===== src/rtl/spi_master_ctrl_if.sv =====
// Request/response port and serial link of the SPI initiator.
// The master modport is the controller's view; slave is the requester/target side.
interface spi_master_ctrl_if;
    logic       req_valid;
    logic       req_ready;
    logic       req_op;
    logic [7:0] req_addr;
    logic [7:0] req_wdata;
    logic       rsp_valid;
    logic [7:0] rsp_rdata;
    logic       MOSI;
    logic       SS_n;
    logic       MISO;

    modport master (
        input  req_valid, req_op, req_addr, req_wdata, MISO,
        output req_ready, rsp_valid, rsp_rdata, MOSI, SS_n
    );

    modport slave (
        output req_valid, req_op, req_addr, req_wdata, MISO,
        input  req_ready, rsp_valid, rsp_rdata, MOSI, SS_n
    );
endinterface


===== src/rtl/spi_master_ctrl.sv =====
// SPI initiator: one WRITE/READ request becomes a command/address frame and a data frame,
// one bit per clk; READ additionally captures the 8-bit reply on MISO.
module spi_master_ctrl #(
    parameter int unsigned GAP_CYCLES = 1,
    parameter int unsigned RD_LATENCY = 1
) (
    input logic          clk,
    input logic          rst,
    spi_master_ctrl_if.master bus
);

    typedef enum logic [2:0] {StIdle, StF1, StGap, StF2, StWait, StCap, StDone} state_t;

    localparam logic [3:0] GapLoad  = 4'(GAP_CYCLES - 1);
    localparam logic [3:0] WaitLoad = 4'(RD_LATENCY - 1);

    state_t      state_q;
    logic        op_q;
    logic [7:0]  wdata_q;
    logic [9:0]  shift_q;
    logic [3:0]  bit_cnt_q;
    logic [3:0]  wait_cnt_q;
    logic [7:0]  cap_q;
    logic        ss_n_q;
    logic        mosi_q;
    logic        ready_q;
    logic        rsp_valid_q;
    logic [7:0]  rdata_q;
    logic [9:0]  f2_frame;

    assign f2_frame = op_q ? 10'b11_0000_0000 : {2'b01, wdata_q};

    assign bus.SS_n      = ss_n_q;
    assign bus.MOSI      = mosi_q;
    assign bus.req_ready = ready_q;
    assign bus.rsp_valid = rsp_valid_q;
    assign bus.rsp_rdata = rdata_q;

    // shift_q always holds the not-yet-sent frame bits left-aligned; mosi_q carries the
    // current bit, so bit_cnt_q counts the bits still to follow in this frame.
    always_ff @(posedge clk or posedge rst) begin
        if (rst) begin
            state_q     <= StIdle;
            op_q        <= 1'b0;
            wdata_q     <= 8'h00;
            shift_q     <= 10'h000;
            bit_cnt_q   <= 4'd0;
            wait_cnt_q  <= 4'd0;
            cap_q       <= 8'h00;
            ss_n_q      <= 1'b1;
            mosi_q      <= 1'b0;
            ready_q     <= 1'b0;
            rsp_valid_q <= 1'b0;
            rdata_q     <= 8'h00;
        end else begin
            rsp_valid_q <= 1'b0;
            unique case (state_q)
                StIdle: begin
                    ss_n_q  <= 1'b1;
                    mosi_q  <= 1'b0;
                    ready_q <= 1'b1;
                    if (bus.req_valid && ready_q) begin
                        op_q      <= bus.req_op;
                        wdata_q   <= bus.req_wdata;
                        shift_q   <= {1'b0, bus.req_addr, 1'b0};
                        mosi_q    <= bus.req_op;
                        ss_n_q    <= 1'b0;
                        ready_q   <= 1'b0;
                        bit_cnt_q <= 4'd9;
                        state_q   <= StF1;
                    end
                end
                StF1: begin
                    if (bit_cnt_q == 4'd0) begin
                        ss_n_q     <= 1'b1;
                        mosi_q     <= 1'b0;
                        wait_cnt_q <= GapLoad;
                        state_q    <= StGap;
                    end else begin
                        mosi_q    <= shift_q[9];
                        shift_q   <= {shift_q[8:0], 1'b0};
                        bit_cnt_q <= bit_cnt_q - 4'd1;
                    end
                end
                StGap: begin
                    if (wait_cnt_q == 4'd0) begin
                        ss_n_q    <= 1'b0;
                        mosi_q    <= f2_frame[9];
                        shift_q   <= {f2_frame[8:0], 1'b0};
                        bit_cnt_q <= 4'd9;
                        state_q   <= StF2;
                    end else begin
                        wait_cnt_q <= wait_cnt_q - 4'd1;
                    end
                end
                StF2: begin
                    if (bit_cnt_q == 4'd0) begin
                        mosi_q <= 1'b0;
                        if (!op_q) begin
                            ss_n_q      <= 1'b1;
                            rsp_valid_q <= 1'b1;
                            state_q     <= StDone;
                        end else if (RD_LATENCY == 0) begin
                            bit_cnt_q <= 4'd7;
                            state_q   <= StCap;
                        end else begin
                            wait_cnt_q <= WaitLoad;
                            state_q    <= StWait;
                        end
                    end else begin
                        mosi_q    <= shift_q[9];
                        shift_q   <= {shift_q[8:0], 1'b0};
                        bit_cnt_q <= bit_cnt_q - 4'd1;
                    end
                end
                StWait: begin
                    if (wait_cnt_q == 4'd0) begin
                        bit_cnt_q <= 4'd7;
                        state_q   <= StCap;
                    end else begin
                        wait_cnt_q <= wait_cnt_q - 4'd1;
                    end
                end
                StCap: begin
                    cap_q <= {cap_q[6:0], bus.MISO};
                    if (bit_cnt_q == 4'd0) begin
                        rdata_q     <= {cap_q[6:0], bus.MISO};
                        ss_n_q      <= 1'b1;
                        rsp_valid_q <= 1'b1;
                        state_q     <= StDone;
                    end else begin
                        bit_cnt_q <= bit_cnt_q - 4'd1;
                    end
                end
                StDone: begin
                    ready_q <= 1'b1;
                    state_q <= StIdle;
                end
                default: begin
                    ss_n_q  <= 1'b1;
                    mosi_q  <= 1'b0;
                    state_q <= StIdle;
                end
            endcase
        end
    end

endmodule


===== src/flat_wrapper.sv =====
// flat-port wrapper written by rule: the top's interface ports become plain ports
module spi_master_ctrl_flat 
#(
    parameter int unsigned GAP_CYCLES = 1,
    parameter int unsigned RD_LATENCY = 1
)
  (clk, rst, bus_req_valid, bus_req_op, bus_req_addr, bus_req_wdata, bus_MISO, bus_req_ready, bus_rsp_valid, bus_rsp_rdata, bus_MOSI, bus_SS_n);
  spi_master_ctrl_if bus_i ();
  input logic clk;
  input logic rst;
  input wire logic [$bits(bus_i.req_valid)-1:0] bus_req_valid;
  input wire logic [$bits(bus_i.req_op)-1:0] bus_req_op;
  input wire logic [$bits(bus_i.req_addr)-1:0] bus_req_addr;
  input wire logic [$bits(bus_i.req_wdata)-1:0] bus_req_wdata;
  input wire logic [$bits(bus_i.MISO)-1:0] bus_MISO;
  output wire logic [$bits(bus_i.req_ready)-1:0] bus_req_ready;
  output wire logic [$bits(bus_i.rsp_valid)-1:0] bus_rsp_valid;
  output wire logic [$bits(bus_i.rsp_rdata)-1:0] bus_rsp_rdata;
  output wire logic [$bits(bus_i.MOSI)-1:0] bus_MOSI;
  output wire logic [$bits(bus_i.SS_n)-1:0] bus_SS_n;
  assign bus_i.req_valid = bus_req_valid;
  assign bus_i.req_op = bus_req_op;
  assign bus_i.req_addr = bus_req_addr;
  assign bus_i.req_wdata = bus_req_wdata;
  assign bus_i.MISO = bus_MISO;
  assign bus_req_ready = bus_i.req_ready;
  assign bus_rsp_valid = bus_i.rsp_valid;
  assign bus_rsp_rdata = bus_i.rsp_rdata;
  assign bus_MOSI = bus_i.MOSI;
  assign bus_SS_n = bus_i.SS_n;
  spi_master_ctrl #(.GAP_CYCLES(GAP_CYCLES), .RD_LATENCY(RD_LATENCY)) u_core (.clk(clk), .rst(rst), .bus(bus_i));
endmodule

===== config.mk =====
export PLATFORM = sky130hd
export DESIGN_NAME = spi_master_ctrl_flat
export DESIGN_NICKNAME = d
export VERILOG_FILES = /design/src/rtl/spi_master_ctrl_if.sv /design/src/rtl/spi_master_ctrl.sv /design/src/flat_wrapper.sv
export SDC_FILE = /design/constraint.sdc
export NUM_CORES = 1
export LEC_CHECK = 0
export ABC_AREA = 0
export BUFFER_PORTS_ARGS = -buffer_cell sky130_fd_sc_hd__buf_2
export CORE_UTILIZATION = 45
export DETAILED_ROUTE_END_ITERATION = 16
export HOLD_SLACK_MARGIN = 0.1
export PLACE_DENSITY = 0.66
export SYNTH_ARGS = -nofsm -noshare
export SYNTH_HDL_FRONTEND = slang
export SYNTH_SLANG_ARGS = --single-unit

===== constraint.sdc =====
create_clock -name clk -period 3.1 [get_ports clk]
set_clock_uncertainty 0.1 [all_clocks]
set_input_delay 0.62 -clock clk [delete_from_list [all_inputs] [get_ports clk]]
set_output_delay 0.62 -clock clk [all_outputs]
set_load 0.02 [all_outputs]

==> results of run 1 <==
## Yosys cell counts, drive strengths merged, types with 3 or more instances
| cell | instances | area share, % |
|---|---|---|
| dfrtp | 47 | 49 |
| mux2 | 32 | 16 |
| nand2 | 24 | 3.8 |
| buf | 10 | 2.4 |
| inv | 10 | 1.6 |
| nor2 | 10 | 1.6 |
| a22oi | 7 | 2.2 |
| o21ai | 7 | 1.5 |
| a21oi | 5 | 1.1 |
| nor3 | 5 | 1.1 |
| a211oi | 4 | 1.3 |
| clkbuf | 3 | 0.47 |
| ha | 3 | 1.6 |
| mux2i | 3 | 1.3 |
| nand3 | 3 | 0.63 |
| nor2b | 3 | 0.79 |
## cells by family (layout without fill, tap and decap cells)
logic type	after synthesis	count (layout)	share of synthesized area [%]
adder cells (fa/ha/maj)	3	3	1.58
multiplexers	35	35	17.7
AO/OA/AOI/OAI	41	41	12.2
AND/OR/NAND/NOR	60	60	13.2
flip-flops	48	48	50.6
XOR/XNOR	1	1	0.369
buffers and inverters	23	53	4.42
## flip-flops by register name, summed over array words and instances, names as in the netlist
signal / count
u_core.bus.req_ready: 1
u_core.bus.rsp_valid: 1
u_core.bus.MOSI: 1
u_core.bus.rsp_rdata: 8
u_core.op_q: 1
u_core.cap_q: 7
u_core.wdata_q: 8
u_core.state_q: 3
u_core.shift_q: 9
u_core.bit_cnt_q: 4
u_core.wait_cnt_q: 4
u_core.bus.SS_n: 1
## metrics by stage
| stage | setup slack (ps) | hold slack [ps] | util (%) | cell area (um^2) |
|---|---|---|---|---|
| 2_1_floorplan | 1020 | 373 | - | 2380 |
| 3_3_place_gp | 857 | 387 | 50.5 | 2580 |
| 3_5_place_dp | 835 | 390 | 50.5 | 2580 |
| 4_1_cts | 811 | 405 | 52.4 | 2680 |
| 5_1_grt | 687 | 426 | 52.4 | 2680 |
| 6_report | 813 | 399 | 52.4 | 2680 |
## routing by layer
layer | vias to the layer above | global-route usage [%]
li1 | 807 | -
met4 | 0 | 5.66
met1 | 804 | 24.2
met5 | - | 0
met2 | 49 | 27.3
met3 | 6 | 3.35
## layout make-up
class | instances | share of cell area [%]
repair buffers | 35 | 6.83
flip-flops and latches | 48 | 44.9
clock inverters | 2 | 0.514
well taps | 70 | 3.27
inverters | 10 | 1.40
multi-input cells | 140 | 39.9
clock buffers | 6 | 3.09
## path summary, 6_finish.rpt
kind | from | to | cells after the start
setup / recovery | u_core.wait_cnt_q[0] | u_core.shift_q[2] | 6
hold / removal | u_core.wait_cnt_q[0] | u_core.wait_cnt_q[0] | 1
setup reg to reg | u_core.wait_cnt_q[0] | u_core.shift_q[2] | 6
hold reg to reg | u_core.wait_cnt_q[0] | u_core.wait_cnt_q[0] | 1
max in group asynchronous | rst | u_core.wdata_q[2] | 2
min in group asynchronous | rst | u_core.bus.rsp_rdata[1] | 2
## critical path, delay by kind of cell, from the launching register on
family                     cells  cell delay, ps
DFF                            1             410
and+or+nand+nor                1             460
muxes                          2             600
AOI/OAI and AO/OA              1             390
adders and majority gates      1             160
buffers and inverters          1              60
## power by group through the flow
stage               clock (W)  combinational [W]  sequential, W
finish               0.000395           0.000764       0.000986
global route         0.000429           0.000857        0.00102
CTS                  0.000410           0.000773       0.000984
detailed placement          0           0.000772       0.000996
global placement            0           0.000754       0.000991
floorplan                   0           0.000644       0.000954
==> summary.md, run 1 <==
| Metric | Value |
|---|---|
| Routability cong. | 0.861 |
| Yosys warnings | 0 |
| Crit share post-route | 73.8% |
| DIE WIDTH | about 75 um |
| Pin count of the biggest net entering global routing | between 40 and 50 |
| Worst-path fanout max | 9 |
| Post-synth ARST share | 100% |
| CP Data Required Time | ~3200 ps |
| M1 wire length | between 2000 and 2500 um |
| Lkg Pwr | about 1.3 nW |
| Clk sinks | 48 |
| Multi-input gate area | ~1100 um^2 |
| Proportion of layout cells with a drive suffix above 1 | a little over a third |
| Sequential cell area | 1200 um^2 |
| Sw Ratio | between 30% and 40% |
| DR WL met3 | roughly 200 um |
| Commonest cells after routing, fill and taps aside | dfrtp_1 (47), buf_2 (32), nand2_1 (24), mux2_2 (24), nor2_1 (10) |
| First-pass GRT wire length | roughly 7300 um |
| Post-route ant nets | 0 |
| Final setup viols | 0 |
| Num rows | 26 |
| Root buf cell | clkbuf_8 |
| Port bufs | 32 |
| Met2 Routed Length | between 1500 and 2000 um |
| Core ar. | slightly above 5000 um^2 |
| DP Cell Count | approximately 300 |
| Routed wire length | approximately 4300 um |
| # resized after CTS | 0 |
| Initial antenna violation count | 0 |
| Net Switching | 0.000759 W |
| TritonRoute pass-1 iters | 4 |
| Non-filler cells, final | approximately 310 |
| Syn Area/Cell | around 11 um^2 |
| Setup TNS | 0 ps |
| Slowest cell on the critical path | or3b_1 |
| Netlist Area Pre-Place | between 2000 and 2500 um^2 |
| Syn Nets | ~240 |
| Total power | 0.00215 W |
| Combinational Power Share | a little over a third |
| Fin crit period | ~2300 ps |
| Antenna Cells | 0 |
| Measured slew at the worst slew-check pin | 991 ps |
| Crit path arrival time | ~2400 ps |
| Max-cap violations | 0 |
| # hold bufs at CTS | 0 |
| Total GRT Usage | between 10% and 20% |
| Initial Util | ~47% |
| Sequential area share after synthesis | 50.6% |
| Mapped Cells | roughly 210 |
| Hpwl dp | around 3000 um |
| Synth-to-layout area growth | 12.6% |
| Die area | about 5600 um^2 |
| Vias in the first global route | approximately 1,600 |
| Fill cells | 482 |
| Hold WC Path Type | flop to flop |
| Outcome | completed |
| Drt drc | 0 |
| Final #Nets | 264 |
| RSZ-0062 raised after global routing | no |
| EDFF count, synth | 0 |
| Clock slew at reported path FFs | ~90 ps |
| Total gr overflow | 0 |
| Element type at the critical path end | flop |
| Post-DR wirelength/cell | between 10 and 15 um |
| Main synth FF type | dfrtp_1 |
| CTS tree | done |
| Sequential Power Share | around 46% |
| Worst skew pair latency | approximately 300 ps |
| Netlist cell types | a little under 50 |
| CP Class | flop to flop |
| VDD IR-drop max | 412 uV |
| H-tree Lvls | 2 |
| Power Density | roughly 800 nW/um^2 |
| Reg2reg setup slack | between 800 and 900 ps |
| Final Hold Fails | 0 |
| CP Cell Sequence | inv_1 > ha_1 > or3b_1 > mux2i_1 > o211a_1 > mux2_2 |
| Slew HR | between 30% and 40% |
| Clock buffer depth | 2 |
| Worst setup SP type | flop |
| Slew Limit Fails | 0 |
| DR iter-0 viols | between 100 and 150 |
| Via count | between 1,500 and 2,000 |
| Post-synthesis register bit count | 48 |
| Drt via density | between 5 and 6 |
| I/O pin count | 33 |
| Post-CTS Repair Setup Buffers | 0 |
| Clock group share of total power | 18.4% |
| Commonest non-fill, non-tap cell in the layout | dfrtp_1 |
| Max Freq | 437 MHz |
| Crit path largest cell delay | about 460 ps |
| Die Ht | between 70 and 80 um |
| Internal power | 0.00139 W |
| Total CTS buffers | 5 |
| Top routing layer used | met4 |
No activity file was read; power rests on OpenSTA's default activity.
==> run 2, diff against run 1 <==
==> constraint.sdc (replaced) <==
create_clock -name clk -period 2.4 [get_ports clk]
set_clock_uncertainty 0.1 [all_clocks]
set_input_delay 0.48 -clock clk [delete_from_list [all_inputs] [get_ports clk]]
set_output_delay 0.48 -clock clk [all_outputs]
set_load 0.02 [all_outputs]
==> run 2 against run 1 <==
Against the previous run:
- flip-flop and latch count did not move
- via count did not move
- sequential share of layout area fell by 2.2 points
- core utilization rose by 2.6 points
- non-clock buffer count rose by 8
- clock power rose by 99%
- fmax rose by 3.8%
- hold slack got worse by 300 ps
- first-iteration DRC count fell by 25%
- setup slack got worse by 620 ps
- global-route usage rose by 1.4 points
- cell count rose by 2.6%
- largest cell class unchanged
==> summary.md, run 2 (synthesis gave the netlist of run 1 again) <==
| Metric | Value |
|---|---|
| Fin crit period | between 2000 and 2500 ps |
| Setup TNS | 0 ps |
| Worst setup SP type | flop |
| RR Startpoint | u_core.bit_cnt_q[0] |
| Total CTS buffers | 5 |
| Total GRT Usage | 18.8% |
| Crit share post-route | 91.8% |
| Lkg Pwr | about 1.4 nW |
| Routability cong. | approximately 0.9 |
| Worst skew pair latency | around 300 ps |
| Drt via density | 5.22 |
| Clock slew at reported path FFs | 90 ps |
| Clock buffer depth | 2 |
| Total gr overflow | 0 |
| DIE WIDTH | about 75 um |
| Measured slew at the worst slew-check pin | around 600 ps |
| Post-CTS Repair Setup Buffers | 0 |
| Worst-path fanout max | 8 |
| Fill cells | roughly 440 |
| Worst Reg-to-Reg Cells | 5 |
| DP Cell Count | roughly 310 |
| Post-DR wirelength/cell | between 10 and 15 um |
| Vias in the first global route | 1,633 |
| Pre-CTS setup slack | 202 ps |
| Reg2reg setup slack | between 150 and 200 ps |
| Final #Nets | 272 |
| Commonest cells after routing, fill and taps aside | dfrtp_1 (47), buf_2 (32), nand2_1 (24), mux2_2 (24) |
| Commonest non-fill, non-tap cell in the layout | dfrtp_1 |
| Max Freq | ~450 MHz |
| Post-route ant nets | 0 |
| Antenna Cells | 0 |
| Power Density | 1110 nW/um^2 |
| Final worst slack | 197 ps |
| Design area | ~2800 um^2 |
| Routed wire length | 4420 um |
| VDD IR-drop max | roughly 590 uV |
| CP Class | flop to flop |
| Non-filler cells, final | 319 |
| Root buf cell | clkbuf_8 |
| Clk sinks | 48 |
| Port bufs | 32 |
| Die area | between 5000 and 6000 um^2 |
| R2R Path End | u_core.bus.rsp_rdata[2] |
| Core ar. | about 5000 um^2 |
| Die Ht | about 75 um |
| First-pass GRT wire length | 7760 um |
| Crit path arrival time | 2290 ps |
| Slew Limit Fails | 0 |
| # resized after CTS | 0 |
| Hold WC Path Type | primary input to asynchronous set/reset pin |
| Initial Util | between 40 and 50% |
| Via count | 1,666 |
| Initial antenna violation count | 0 |
| Slew HR | between 60% and 70% |
| TritonRoute pass-1 iters | 4 |
| Drt drc | 0 |
| Synth-to-layout area growth | 18.3% |
| H-tree Lvls | 2 |
| Dpl cell area | 2650 um^2 |
| Multi-input gate area | 1070 um^2 |
| Outcome | completed |
| Largest Register | u_core.shift_q |
| RSZ-0062 raised after global routing | no |
| Max-cap violations | 0 |
| Hpwl dp | 3250 um |
| Final setup viols | 0 |
| Final Hold Fails | 0 |
| Num rows | 26 |
| Sequential cell area | ~1200 um^2 |
| CP Data Required Time | ~2500 ps |
| # hold bufs at CTS | 0 |
| DR iter-0 viols | 94 |
| Element type at the critical path end | flop |
| Pin count of the biggest net entering global routing | 26 |
| CTS tree | done |
| Proportion of layout cells with a drive suffix above 1 | 36.9% |
| Number of flip-flops in the largest register | 9 |
| I/O pin count | 33 |
==> run 2: cell types whose count changed in the layout (fill, tap and decap cells not counted) <==
| cell | delta |
|---|---|
| bufinv_16 | +3 |
| inv_6 | -1 |
| buf_12 | +1 |
| clkbuf_8 | -1 |
| clkinv_2 | -1 |
| buf_4 | +7 |
==> run 2: area by class of cell <==
type	count	share of cell area, %
sequential	48	42.8
multi-input combinational	140	38.0
timing repair buffer	43	9.08
clock inverter	3	3.21
tap	70	3.12
clock buffer	5	2.45
inverter	10	1.34
==> run 2: worst max-delay path, cell delays in order (launching register included) <==
cell and delay (ps):
dfrtp_1 380, inv_1 110, ha_1 180, or3b_2 520, or2_1 430, mux2_4 360
==> run 2: where the power goes <==
part           total, W  switching, W  internal, W
clock          0.000786      0.000266     0.000520
sequential      0.00127      0.000206      0.00106
combinational   0.00106      0.000517     0.000543
total           0.00311      0.000989      0.00212
==> run 2: metal layers <==
layer  vias to the layer above  global-route usage, %  wire length, um
met1                       790                   25.2             2120
met2                        46                   29.7             2050
met5                         -                      0                0
met3                         8                   4.55              189
met4                         0                   6.92               59
li1                        822                      -                -
==> run 2: worst max-delay path by stage <==
stage | startpoint | to | slack (ps) | cells after the start
2_1_floorplan | u_core.wait_cnt_q[0] | u_core.shift_q[1] | 320 | 8
4_1_cts | u_core.bit_cnt_q[0] | u_core.bus.rsp_rdata[7] | 190 | 5
6_report | u_core.bit_cnt_q[0] | u_core.bus.rsp_rdata[2] | 200 | 5
3_3_place_gp | u_core.bit_cnt_q[0] | u_core.bus.rsp_rdata[1] | 210 | 5
5_1_grt | u_core.wait_cnt_q[0] | u_core.shift_q[1] | 20 | 6
3_5_place_dp | u_core.bit_cnt_q[0] | u_core.bus.rsp_rdata[2] | 200 | 5
==> run 2: through the flow <==
stage / total power, W / hold slack (ps) / utilization, %
finish: 0.00311 / 95.7 / 55.0
global route: 0.00336 / 123 / 55.0
CTS: 0.00314 / 114 / 55.0
detailed placement: 0.00235 / 392 / 51.9
global placement: 0.00231 / 385 / 51.9
floorplan: 0.00206 / 373 / -
